## config.mk

```make
export PLATFORM = sky130hd
export DESIGN_NAME = fifo_drain_scheduler
export DESIGN_NICKNAME = d
export VERILOG_FILES = /design/src/rtl/fifo_sched_pkg.sv /design/src/rtl/rr_pick.sv /design/src/rtl/fifo_drain_scheduler.sv
export SDC_FILE = /design/constraint.sdc
export NUM_CORES = 1
export LEC_CHECK = 0
export CELL_PAD_IN_SITES_DETAIL_PLACEMENT = 1
export CELL_PAD_IN_SITES_GLOBAL_PLACEMENT = 1
export CORE_ASPECT_RATIO = 1.2
export CORE_MARGIN = 2
export CORE_UTILIZATION = 34
export CTS_CLUSTER_DIAMETER = 150
export DETAILED_ROUTE_END_ITERATION = 8
export HOLD_SLACK_MARGIN = 0.08
export PLACE_DENSITY = 0.76
export SLEW_MARGIN = 25
export SYNTH_ARGS = -nofsm -noshare
export SYNTH_HDL_FRONTEND = slang
export SYNTH_HIERARCHICAL = 1
export SYNTH_SLANG_ARGS = --single-unit
```

## constraint.sdc

```tcl
create_clock -name rd_clk -period 2.4 [get_ports rd_clk]
set_input_delay 0.48 -clock rd_clk [delete_from_list [all_inputs] [get_ports rd_clk]]
set_output_delay 0.48 -clock rd_clk [all_outputs]
set_load 0.01 [all_outputs]
```

## src/rtl/fifo_sched_pkg.sv

```systemverilog
// Shared types and helpers for the FIFO drain scheduler and its sibling schedulers.
// Holds the scheduler state encoding, the index/counter width helpers and the output flag encodings.
package fifo_sched_pkg;

    typedef enum logic [1:0] {
        ST_IDLE  = 2'd0,
        ST_ARB   = 2'd1,
        ST_BURST = 2'd2
    } sched_state_t;

    localparam logic ABORT_PULSE = 1'b1;
    localparam logic LAST_MARK   = 1'b1;

    // Channel index width; a single-channel scheduler still needs one bit.
    function automatic int src_width(input int n);
        return (n < 2) ? 1 : $clog2(n);
    endfunction

    // Width of a counter that must be able to hold the value n itself.
    function automatic int count_width(input int n);
        return (n < 1) ? 1 : $clog2(n + 1);
    endfunction

endpackage

```

## src/rtl/rr_pick.sv

```systemverilog
// Combinational round-robin picker: first set request strictly after i_last, wrapping.
// Shared by the accelerator's schedulers.
module rr_pick #(
    parameter int NUM_CH = 4,
    parameter int IDX_W  = 2
) (
    input  logic [NUM_CH-1:0] i_req,
    input  logic [IDX_W-1:0]  i_last,
    output logic              o_hit,
    output logic [IDX_W-1:0]  o_idx
);
    localparam logic [IDX_W:0] NUM_CH_EXT = (IDX_W + 1)'(NUM_CH);

    logic [IDX_W-1:0] w_cand [NUM_CH];
    logic [NUM_CH-1:0] w_req_at;
    logic [NUM_CH:0]   w_seen;
    logic [IDX_W-1:0]  w_idx_chain [NUM_CH+1];

    assign w_seen[0]      = 1'b0;
    assign w_idx_chain[0] = '0;

    // Candidate gi is offset gi+1 from the last grant; wrap by compare so non-power-of-two counts work.
    for (genvar gi = 0; gi < NUM_CH; gi++) begin : g_cand
        logic [IDX_W:0] w_sum;
        assign w_sum       = {1'b0, i_last} + (IDX_W + 1)'(gi + 1);
        assign w_cand[gi]  = (w_sum >= NUM_CH_EXT) ? IDX_W'(w_sum - NUM_CH_EXT) : IDX_W'(w_sum);
        assign w_req_at[gi] = i_req[w_cand[gi]];
        assign w_seen[gi+1] = w_seen[gi] | w_req_at[gi];
        assign w_idx_chain[gi+1] = (!w_seen[gi] && w_req_at[gi]) ? w_cand[gi] : w_idx_chain[gi];
    end

    assign o_hit = w_seen[NUM_CH];
    assign o_idx = w_idx_chain[NUM_CH];

endmodule

```

## src/rtl/fifo_drain_scheduler.sv

```systemverilog
// Drains NUM_CH show-ahead FIFOs round-robin in atomic bursts into one registered valid/ready stream.
// A burst whose FIFO stays empty for STALL_MAX cycles is aborted without an out_last.
module fifo_drain_scheduler
    import fifo_sched_pkg::*;
#(
    parameter int NUM_CH     = 4,
    parameter int DATA_WIDTH = 8,
    parameter int BURST_LEN  = 8,
    parameter int STALL_MAX  = 64,
    localparam int SRC_W     = src_width(NUM_CH)
) (
    input  logic                         rd_clk,
    input  logic                         rd_rst,
    input  logic                         en,
    input  logic [NUM_CH-1:0]            ch_mask,
    input  logic [NUM_CH-1:0]            fifo_pre_fill,
    input  logic [NUM_CH-1:0]            fifo_empty,
    input  logic [NUM_CH*DATA_WIDTH-1:0] fifo_rd_data,
    output logic [NUM_CH-1:0]            fifo_rd_en,
    output logic                         out_valid,
    input  logic                         out_ready,
    output logic [DATA_WIDTH-1:0]        out_data,
    output logic [SRC_W-1:0]             out_src,
    output logic                         out_last,
    output logic                         busy,
    output logic                         burst_abort
);
    localparam int CNT_W   = count_width(BURST_LEN);
    localparam int STALL_W = count_width(STALL_MAX);
    localparam logic [CNT_W-1:0]   CNT_LAST   = CNT_W'(BURST_LEN - 1);
    localparam logic [STALL_W-1:0] STALL_LAST = STALL_W'(STALL_MAX - 1);
    localparam logic [SRC_W-1:0]   GRANT_INIT = SRC_W'(NUM_CH - 1);

    sched_state_t          r_state, w_state_next;
    logic [NUM_CH-1:0]     r_primed;
    logic [SRC_W-1:0]      r_last_grant, w_last_grant_next;
    logic [SRC_W-1:0]      r_grant, w_grant_next;
    logic [CNT_W-1:0]      r_cnt, w_cnt_next;
    logic [STALL_W-1:0]    r_stall_cnt, w_stall_next;
    logic                  r_out_valid, w_out_valid_next;
    logic [DATA_WIDTH-1:0] r_out_data, w_out_data_next;
    logic [SRC_W-1:0]      r_out_src, w_out_src_next;
    logic                  r_out_last, w_out_last_next;
    logic                  r_abort, w_abort_next;

    logic [DATA_WIDTH-1:0] w_ch_data [NUM_CH];
    logic [NUM_CH-1:0]     w_eligible;
    logic                  w_hit;
    logic [SRC_W-1:0]      w_pick;
    logic                  w_pop;

    for (genvar gi = 0; gi < NUM_CH; gi++) begin : g_ch
        assign w_ch_data[gi]  = fifo_rd_data[gi*DATA_WIDTH +: DATA_WIDTH];
        assign fifo_rd_en[gi] = w_pop && (r_grant == SRC_W'(gi));
    end

    assign w_eligible = r_primed & ch_mask & ~fifo_empty;

    rr_pick #(
        .NUM_CH (NUM_CH),
        .IDX_W  (SRC_W)
    ) u_rr_pick (
        .i_req  (w_eligible),
        .i_last (r_last_grant),
        .o_hit  (w_hit),
        .o_idx  (w_pick)
    );

    // Pops only when the output stage is free or being consumed this cycle.
    assign w_pop = (r_state == ST_BURST) && !fifo_empty[r_grant] && (!r_out_valid || out_ready);

    always_comb begin
        w_state_next      = r_state;
        w_last_grant_next = r_last_grant;
        w_grant_next      = r_grant;
        w_cnt_next        = r_cnt;
        w_stall_next      = r_stall_cnt;
        w_abort_next      = 1'b0;
        w_out_valid_next  = r_out_valid && !out_ready;
        w_out_data_next   = r_out_data;
        w_out_src_next    = r_out_src;
        w_out_last_next   = r_out_last;

        case (r_state)
            ST_IDLE: begin
                if (en) w_state_next = ST_ARB;
            end
            ST_ARB: begin
                if (!en) begin
                    w_state_next = ST_IDLE;
                end else if (w_hit) begin
                    w_grant_next = w_pick;
                    w_cnt_next   = '0;
                    w_stall_next = '0;
                    w_state_next = ST_BURST;
                end
            end
            ST_BURST: begin
                if (w_pop) begin
                    w_out_valid_next = 1'b1;
                    w_out_data_next  = w_ch_data[r_grant];
                    w_out_src_next   = r_grant;
                    w_out_last_next  = (r_cnt == CNT_LAST) ? LAST_MARK : ~LAST_MARK;
                    w_cnt_next       = r_cnt + CNT_W'(1);
                    w_stall_next     = '0;
                    if (r_cnt == CNT_LAST) begin
                        w_last_grant_next = r_grant;
                        w_state_next      = ST_ARB;
                    end
                end else if (fifo_empty[r_grant]) begin
                    if (r_stall_cnt == STALL_LAST) begin
                        w_abort_next      = ABORT_PULSE;
                        w_last_grant_next = r_grant;
                        w_state_next      = ST_ARB;
                    end else begin
                        w_stall_next = r_stall_cnt + STALL_W'(1);
                    end
                end
            end
            default: w_state_next = ST_IDLE;
        endcase
    end

    always_ff @(posedge rd_clk or posedge rd_rst) begin
        if (rd_rst) begin
            r_state      <= ST_IDLE;
            r_primed     <= '0;
            r_last_grant <= GRANT_INIT;
            r_grant      <= '0;
            r_cnt        <= '0;
            r_stall_cnt  <= '0;
            r_out_valid  <= 1'b0;
            r_out_data   <= '0;
            r_out_src    <= '0;
            r_out_last   <= 1'b0;
            r_abort      <= 1'b0;
        end else begin
            r_state      <= w_state_next;
            r_primed     <= r_primed | fifo_pre_fill;
            r_last_grant <= w_last_grant_next;
            r_grant      <= w_grant_next;
            r_cnt        <= w_cnt_next;
            r_stall_cnt  <= w_stall_next;
            r_out_valid  <= w_out_valid_next;
            r_out_data   <= w_out_data_next;
            r_out_src    <= w_out_src_next;
            r_out_last   <= w_out_last_next;
            r_abort      <= w_abort_next;
        end
    end

    assign out_valid   = r_out_valid;
    assign out_data    = r_out_data;
    assign out_src     = r_out_src;
    assign out_last    = r_out_last;
    assign busy        = (r_state == ST_BURST);
    assign burst_abort = r_abort;

endmodule

```

# After elaboration in Yosys (flattened, before gate mapping)
# Index checks and enable logic that the tools add are counted.
dict set report word_totals {
  output_inout_bits 18
  reg_bits 34
  word_cells 134
  inputBits 48
}
dict set report op_classes {
  n_addsub 10
  n_lt_le_gt_ge 10
  n_reduce_logical 28
  n_mux 50
  bitwise_logic 8
  n_eq_ne 17
}
# operator n
set ops {}
lappend ops {{$mux W2} 19}
lappend ops {{$mux W7} 5}
lappend ops {{$bmux W8 S2} 1}
lappend ops {{$mux W8} 2}
lappend ops {{$ge A3 B3 Y1 const B} 5}
lappend ops {{$lt A2 B3 Y1 const B} 5}
lappend ops {{$pmux W7 S2} 1}
lappend ops {{$mux W1} 12}
lappend ops {{$mux W4} 3}
lappend ops {{$bmux W1 S2} 5}
lappend ops {{$logic_and A1 B1 Y1} 10}
lappend ops {{$reduce_and A5 Y1} 2}
lappend ops {{$and A4 B4 Y4} 2}
lappend ops {{$pmux W4 S2} 1}
lappend ops {{$reduce_and A4 Y1} 2}
lappend ops {{$sub A2 B1 Y2 const B} 4}
lappend ops {{$add A7 B1 Y7 const B} 1}
lappend ops {{$eq A7 B6 Y1 const B} 1}
lappend ops {{$add A2 B2 Y3 const B} 2}
lappend ops {{$eq A2 B2 Y1 const B} 3}
lappend ops {{$logic_not A1 Y1} 6}
lappend ops {{$ne A2 B1 Y1 const B} 3}
lappend ops {{$ne A3 B1 Y1 const B} 2}
lappend ops {{$ne A3 B2 Y1 const B} 2}
lappend ops {{other kinds (17)} 24}

# Depth between registers and ports, before layout
# Gate-level depths: netlist (run 1).
dict set report logic_depth {
  word_depth 11
  ltp_mapped 8
  ltp_nobuf 8
}

# Cells and area by module
# The synthesis (run 1) kept the hierarchy.
# mod area_each_um2 instances seq_area_each_um2 cells_each
set modules_own_cells {}
lappend modules_own_cells {fifo_drain_scheduler 1750.4 1 853.3 160}
lappend modules_own_cells {rr_pick 91.3 1 0.0 14}

# Least setup slack after synthesis (run 1)
# Ideal clock, no wire load.
dict set report synth_path {
  path_kind {input -> output}
  startpoint {input port fifo_empty[3]}
  endpoint {output port fifo_rd_en[0]}
  t_arrival_ns 1.763
  required_ns 1.920
  stages 5
  slack_ns 0.157
  cell_sequence {mux4_2 buf_6 or3_4 buf_6 nor3_4}
}
dict set report synth_via {
  elab_chain_cells 6
}
# element line
set synth_rtl {}
lappend synth_rtl {{start, declared} fifo_drain_scheduler.sv:17} ;# input logic [NUM_CH-1:0] fifo_empty,
lappend synth_rtl {{$bmux W1 S2} fifo_drain_scheduler.sv:70} ;# assign w_pop = (r_state == ST_BURST) && !fifo_empty[r_grant] && (!r_out_valid || out_ready);
lappend synth_rtl {{$mux W1 (implied by the code)} fifo_drain_scheduler.sv:70}
lappend synth_rtl {{$logic_not A1 Y1} fifo_drain_scheduler.sv:70}
lappend synth_rtl {{$logic_and A1 B1 Y1 (2 in a row)} fifo_drain_scheduler.sv:70}
lappend synth_rtl {{$logic_and A1 B1 Y1} fifo_drain_scheduler.sv:54} ;# assign fifo_rd_en[gi] = w_pop && (r_grant == SRC_W'(gi));
lappend synth_rtl {{end, declared} fifo_drain_scheduler.sv:19} ;# output logic [NUM_CH-1:0] fifo_rd_en,
# Every way passes these cells. The select of a mux whose other input is x is not followed.

# Worst setup path in the final report (run 1)
dict set report layout_path {
  startpoint {register r_grant[0]}
  endpoint {output port fifo_rd_en[0]}
}
dict set report layout_via {
  elab_chain_cells 6
  elab_cells_between_ends 7
}
# element line
set layout_rtl {}
lappend layout_rtl {{start, declared} fifo_drain_scheduler.sv:37} ;# logic [SRC_W-1:0] r_grant, w_grant_next;
lappend layout_rtl {{start signal, assigned} fifo_drain_scheduler.sv:141} ;# r_grant <= w_grant_next;
lappend layout_rtl {{$bmux W1 S2} fifo_drain_scheduler.sv:70}
lappend layout_rtl {{$mux W1 (implied by the code)} fifo_drain_scheduler.sv:70}
lappend layout_rtl {{$logic_not A1 Y1} fifo_drain_scheduler.sv:70}
lappend layout_rtl {{$logic_and A1 B1 Y1 (2 in a row)} fifo_drain_scheduler.sv:70}
lappend layout_rtl {{$logic_and A1 B1 Y1 *} fifo_drain_scheduler.sv:54}
# Every way passes the cells marked *; elsewhere a longest branch is shown, timed or not. The select of a mux whose other input is x is not followed.

==> results.sh, run 1 <==
export IMPL_outcome="complete, but fails checks"
export IMPL_violations="negative setup slack"
export IMPL_port_buffers=65
export IMPL_synth_most_common_cell="nand2_1"
export IMPL_detail_route_first_pass_iterations=4
export IMPL_htree_levels=2
export IMPL_die_area_um2=6024
export IMPL_critPathLaunchType="flip-flop"
export IMPL_cp_end_kind="primary output"
export IMPL_stdcell_count=324
export IMPL_ys_types=42
export IMPL_start_util_pct=35.01
export IMPL_std_cell_rows=29
export IMPL_drv_cap=0
export IMPL_core_um2=5261
export IMPL_drive_gt1_share_pct=21.76
export IMPL_ys_warn_count=6
export IMPL_hold_class="reg2reg"
export IMPL_tightest_slew_ns=0.4494
export IMPL_fmax_ghz=0.4103
export IMPL_clockRootBuffer="clkbuf_8"
export IMPL_synth_seq_area_share_pct=46.33
export IMPL_ys_ff_latch=34
export IMPL_grt_pass1_vias=1777
export IMPL_async_flop_share_pct=100.0
export IMPL_final_util_pct=52.89
export IMPL_fill_cells=606
export IMPL_clk_pin_slew_worst_paths_ns=0.06
export IMPL_grt_use_total_pct=18.81
export IMPL_worstPathArrival_ns=1.96
export IMPL_netlist_area_leader_share_pct=43.48
export IMPL_syn2layout_area_growth_pct=51.09
export IMPL_synth_edff_count=0
export IMPL_clockBufferDepth=2
export IMPL_p_leak_nw=1.241
export IMPL_syn_nets=224
export IMPL_gr_total_overflow=0
export IMPL_grt_max_degree=35
export IMPL_dp_cells=310
export IMPL_finalHoldViolations=0
export IMPL_synth_area_um2=1842
export IMPL_io_pins=66
export IMPL_synth_cells=174
export IMPL_wire_per_inst_um=16.21
export IMPL_period_minus_slack_ns=2.437
export IMPL_cts_tree="done"
export IMPL_fin_crit_sh_pct=101.6
export IMPL_route_detailed_drc=0
export IMPL_diodes=0
export IMPL_slew_viol_final=0
export IMPL_p_per_area_nw_per_um2=907.2
export IMPL_startpoint="r_grant[0]"
export IMPL_multiInputGateArea_um2=908.4
export IMPL_synthTopCellsByArea="dfrtp_1 (43%), nand2_1 (9.0%), mux4_2 (6.1%), mux4_1 (5.7%), dfstp_2 (2.9%)"
export IMPL_holdCritStartpoint="r_primed[2]"
export IMPL_routedLengthMet1_um=1981
export IMPL_die_w_um=71.19
export IMPL_critical_path_class="reg2out"
export IMPL_routed_wl_um=5252
export IMPL_ant_nets=0
export IMPL_cts_sinks=34
export IMPL_slew_limit_headroom_pct=70.04
export IMPL_dr_total_vias=1662
export IMPL_syn_avg_cell_area_um2=10.58
export IMPL_nNetsFinal=311
export IMPL_rsz0062_at_grt="true"
export IMPL_dr_max_layer_used="met4"
export IMPL_critPathMaxFanout=2
export IMPL_dr_wl_met3_um=262
export IMPL_wl_met2_um=2889
export IMPL_clk_latency_ns=0.29
export IMPL_yosysTopAreaCell="dfrtp_1"
export IMPL_viasPerCell=5.130
export IMPL_cts_made_buffers=5
export IMPL_grt_first_pass_wirelength_um=8721
export IMPL_synth_top_cells_by_count="nand2_1 (44), dfrtp_1 (32), nor2_1 (10)"
export IMPL_antenna_found_initial=0
export IMPL_reg2reg_from="r_grant[0]"
export IMPL_die_y_um=84.63
export IMPL_setup_viol=1
export IMPL_crit_required_ns=1.92
export IMPL_register_area_um2=853.3
export IMPL_synth_ff_type="dfrtp_1"
export IMPL_clock_skew_final_ns=0.005523
export IMPL_drt_initial_drc_count=74
export IMPL_hpwl_um=3937
export IMPL_fin_ws_ns=-0.03727
export IMPL_ir_drop_mv=0.3680
export IMPL_place_congestion=0.7601
worst max-delay path, cell delays in order (launching register included):
cell     delay (ns)
dfrtp_1        0.38
mux4_2         0.57
buf_6          0.15
or3_4          0.34
nor3_4         0.10
buf_2          0.15
sequential cells by signal (all words and copies together), names as in the netlist:
name	flops
burst_abort	1
r_grant	2
out_valid	1
r_stall_cnt	7
r_cnt	4
r_state	2
r_primed	4
out_src	2
r_last_grant	2
out_last	1
out_data	8
cell families (layout without fill, tap and decap cells):
logic type	after synthesis	count (layout)	synth area share (%)
AO/OA/AOI/OAI	24	24	9.647
XOR/XNOR	2	2	0.9513
adder cells (fa/ha/maj)	2	2	1.358
buffers and inverters	14	102	4.347
flip-flops	34	34	46.33
multiplexers	15	15	15.35
AND/OR/NAND/NOR	83	83	22.01
layout by cell type (no fill, tap or decap), types with 3 or more instances in the layout:
cell             synthesis  final
dfrtp_1                 32     32
or2_2                    4      4
o211ai_1                 4      4
inv_1                    6      6
clkbuf_8                 0      8
nand3_1                  7      7
clkdlybuf4s50_1          0     57
mux4_1                   4      4
nand2b_1                 4      4
clkdlybuf4s15_1          0      4
mux2_2                   4      4
o31ai_1                  3      3
o21ai_0                  5      5
buf_4                    1     21
buf_2                    1      3
mux4_2                   5      5
nand2_1                 44     44
nor2_1                  10     10
path summary, 6_finish.rpt:
path                              endpoint  depth (start not counted)  slack [ns]
setup / recovery             fifo_rd_en[0]                          5       -0.04
hold / removal                 r_primed[2]                          1        0.46
setup reg to reg           r_last_grant[0]                          6        0.14
hold reg to reg                r_primed[2]                          1        0.46
max in group asynchronous  r_last_grant[1]                          3        1.47
min in group asynchronous         r_cnt[3]                          3        0.59
layer usage:
| metal | vias to the layer above | track usage (%) |
|---|---|---|
| li1 | 785 | - |
| met1 | 822 | 20.34 |
| met2 | 44 | 34.34 |
| met3 | 11 | 4.442 |
| met4 | 0 | 8.062 |
| met5 | - | 0 |
power breakdown:
part / internal (mW) / switching [mW]
logic: 0.642 / 0.550
registers: 0.732 / 0.108
clock network: 0.290 / 0.204
layout make-up:
class | count | share of cell area [%]
multi-input cells | 126 | 32.64
repair buffers | 88 | 29.14
inverters | 6 | 0.8094
clock buffers | 8 | 3.957
flip-flops and latches | 34 | 30.67
well taps | 62 | 2.788
metrics by stage:
stage	hold WS (ns)	instance area, um2	TNS [ns]	total power, mW	setup WS, ns
global placement	0.4521	2640	-2.608	1.945	-0.5944
detailed placement	0.4514	2640	-3.349	1.983	-0.6426
floorplan	0.4367	1842	0	1.493	0.1569
CTS	0.4705	2780	-0.06820	2.530	-0.03859
finish	0.4635	2783	-0.03727	2.524	-0.03727
global route	0.4843	2783	-0.1936	2.701	-0.1188
what timing repair did:
item	in CTS	in global routing
gates resized for setup	20	5
hold endpoints to repair	0	0
setup endpoints to repair	6	3
hold buffers	0	0
buffers inserted	4	2
pin swaps	2	2
Power figures use the tool's default switching activity.
==> run 2: changes to the inputs <==
--- a/config.mk
+++ b/config.mk
@@ -8,12 +8,12 @@
 export CELL_PAD_IN_SITES_DETAIL_PLACEMENT = 1
 export CELL_PAD_IN_SITES_GLOBAL_PLACEMENT = 1
 export CORE_ASPECT_RATIO = 1.2
-export CORE_MARGIN = 2
+export CORE_MARGIN = 5
 export CORE_UTILIZATION = 34
 export CTS_CLUSTER_DIAMETER = 150
 export DETAILED_ROUTE_END_ITERATION = 8
 export HOLD_SLACK_MARGIN = 0.08
-export PLACE_DENSITY = 0.76
+export PLACE_DENSITY_LB_ADDON = 0.12
 export SLEW_MARGIN = 25
 export SYNTH_ARGS = -nofsm -noshare
 export SYNTH_HDL_FRONTEND = slang
==> constraint.sdc (replaced) <==
create_clock -name rd_clk -period 2.4 [get_ports rd_clk]
set_input_delay 0.24 -clock rd_clk [delete_from_list [all_inputs] [get_ports rd_clk]]
set_output_delay 0.24 -clock rd_clk [all_outputs]
set_load 0.01 [all_outputs]
==> run 2 against run 1 <==
Against the previous run:
- the run now ends clean
- sequential cell count stayed put
- critical path type unchanged
- non-clock buffer count is 6 lower
- routed wire length is 6.6% lower
- core utilization is 1.1 points lower
- combinational power is 7% lower
==> results.sh, run 2 (same netlist as run 1, synthesis figures left out) <==
export IMPL_ir_drop_mv=0.4636
export IMPL_fin_ws_ns=0.1429
export IMPL_holdBufCountCts=0
export IMPL_route_detailed_drc=0
export IMPL_wire_per_inst_um=15.42
export IMPL_crit_path_cell_trace="mux4_2 > buf_4 > or3_4 > nor3_4 > buf_2"
export IMPL_power_frac_seq_pct=34.8
export IMPL_holdWs_ns=0.3535
export IMPL_die_w_um=77.19
export IMPL_reg2reg_from="r_grant[0]"
export IMPL_power_internal_mw=1.562
export IMPL_reg2regPathDepth=6
export IMPL_crit_required_ns=2.16
export IMPL_p_per_area_nw_per_um2=873.8
export IMPL_die_area_um2=6995
export IMPL_gr_total_overflow=0
export IMPL_placed_area_um2=2618
export IMPL_critPathLaunchType="flip-flop"
export IMPL_clockBufferDepth=2
export IMPL_final_util_pct=51.75
export IMPL_period_minus_slack_ns=2.257
export IMPL_switching_share_pct=34.33
export IMPL_syn2layout_area_growth_pct=47.83
export IMPL_fin_crit_sh_pct=94.05
export IMPL_port_buffers=65
export IMPL_clk_pin_slew_worst_paths_ns=0.07
export IMPL_rsz0062_at_grt="false"
export IMPL_antenna_found_initial=0
export IMPL_htree_levels=2
export IMPL_place_congestion=0.7350
export IMPL_slew_limit_headroom_pct=71.05
export IMPL_drive_gt1_share_pct=18.36
export IMPL_cts_made_buffers=5
export IMPL_grt_max_degree=35
export IMPL_power_switching_mw=0.8168
export IMPL_cp_slowest_cell="mux4_2"
export IMPL_cpPeakStageDelay_ns=0.56
export IMPL_worstPathArrival_ns=2.02
export IMPL_clockRootBuffer="clkbuf_8"
export IMPL_grt_pass1_vias=1764
export IMPL_final_common_cell="clkdlybuf4s50_1"
export IMPL_power_frac_comb_pct=46.8
export IMPL_nNetsFinal=305
export IMPL_stdcell_area_um2=2723
export IMPL_place_ws_ns=-0.1408
export IMPL_diodes=0
export IMPL_grt_use_total_pct=15.27
export IMPL_clockPowerShare_pct=18.4
export IMPL_layout_common_cells="clkdlybuf4s50_1 (61), nand2_1 (44), dfrtp_1 (32)"
export IMPL_clock_skew_final_ns=0.005549
export IMPL_cp_end_kind="primary output"
export IMPL_fmax_ghz=0.4430
export IMPL_finalHoldViolations=0
export IMPL_hold_class="in2async"
export IMPL_critical_path_class="reg2out"
export IMPL_core_um2=5261
export IMPL_io_pins=66
export IMPL_cts_tree="done"
export IMPL_r2r_end="r_last_grant[1]"
export IMPL_largest_reg_flops=8
export IMPL_ant_nets=0
export IMPL_slew_viol_final=0
export IMPL_std_cell_rows=29
export IMPL_cts_sinks=34
export IMPL_hpwl_um=3865
export IMPL_start_util_pct=35.01
export IMPL_drt_initial_drc_count=32
export IMPL_detail_route_first_pass_iterations=4
export IMPL_fin_setup_tns_ns=0
export IMPL_clk_latency_ns=0.28
export IMPL_routed_wl_um=4905
export IMPL_p_leak_nw=1.210
export IMPL_die_y_um=90.63
export IMPL_critPathMaxFanout=2
export IMPL_drv_cap=0
export IMPL_outcome="finished clean"
export IMPL_tightest_slew_ns=0.4323
export IMPL_viasPerCell=4.962
export IMPL_dr_total_vias=1578
export IMPL_grt_first_pass_wirelength_um=8638
export IMPL_setup_viol=0
export IMPL_reg2reg_slack_ns=0.16
==> run 2: changes by cell type in the layout (fill, tap and decap cells not counted) <==
cell and change:
clkdlybuf4s15_1 -4, buf_2 -2, clkbuf_8 -2, clkbuf_2 -1, clkinv_2 +1, clkbuf_1 +1
clkdlybuf4s50_1 +4, buf_4 -4, buf_6 -2, dlygate4sd2_1 +3
==> run 2: worst max path at each step <==
stage / to / cells past startpoint / start
3_3_place_gp: fifo_rd_en[0] / 5 / fifo_empty[3]
5_1_grt: fifo_rd_en[1] / 6 / r_grant[0]
2_1_floorplan: fifo_rd_en[0] / 6 / r_grant[0]
4_1_cts: fifo_rd_en[0] / 5 / r_grant[0]
3_5_place_dp: fifo_rd_en[0] / 5 / fifo_empty[3]
6_report: fifo_rd_en[0] / 5 / r_grant[0]
==> run 2: power by group through the flow <==
stage / logic, mW / registers, mW / clock network (mW)
6_report: 1.11 / 0.828 / 0.437
3_5_place_dp: 1.11 / 0.842 / 0
5_1_grt: 1.23 / 0.853 / 0.494
2_1_floorplan: 0.619 / 0.874 / 0
4_1_cts: 1.14 / 0.831 / 0.457
3_3_place_gp: 1.09 / 0.837 / 0
==> run 2: final cells by class <==
class / count / area, um2
Tap cell: 62 / 77.57
Clock buffer: 7 / 86.33
Fill cell: 587 / 2539
Sequential cell: 34 / 853.3
Multi-Input combinational cell: 126 / 908.4
Inverter: 6 / 22.52
Timing Repair Buffer: 82 / 769.5
Clock inverter: 1 / 5.005
==> run 2: layer usage <==
metal | part of all wire (%) | up-vias | track usage, % | wire length (um)
met5 | 0 | - | 0 | 0
met4 | 0.94 | 0 | 4.298 | 46
met3 | 5.0 | 4 | 4.291 | 247
met2 | 53 | 33 | 27.25 | 2615
met1 | 41 | 767 | 17.54 | 1995
li1 | - | 774 | - | -
==> run 2: repair_timing <==
action                                  CTS  global route
resized for setup                         6             1
buffers inserted                          3             0
pin swaps                                 1             0
endpoints found under the setup margin    4             1
==> run 2: critical path, delay by kind of cell (launching register included) <==
kind          cells  cell delay, ns
flops             1            0.38
mux               1            0.56
simple gates      2            0.48
buf+inv           2            0.32
==> run 2: metrics by stage <==
step | power, mW | cells
CTS | 2.432 | 318
global placement | 1.932 | 307
detailed placement | 1.954 | 307
finish | 2.379 | 318
global route | 2.579 | 318
floorplan | 1.493 | 174
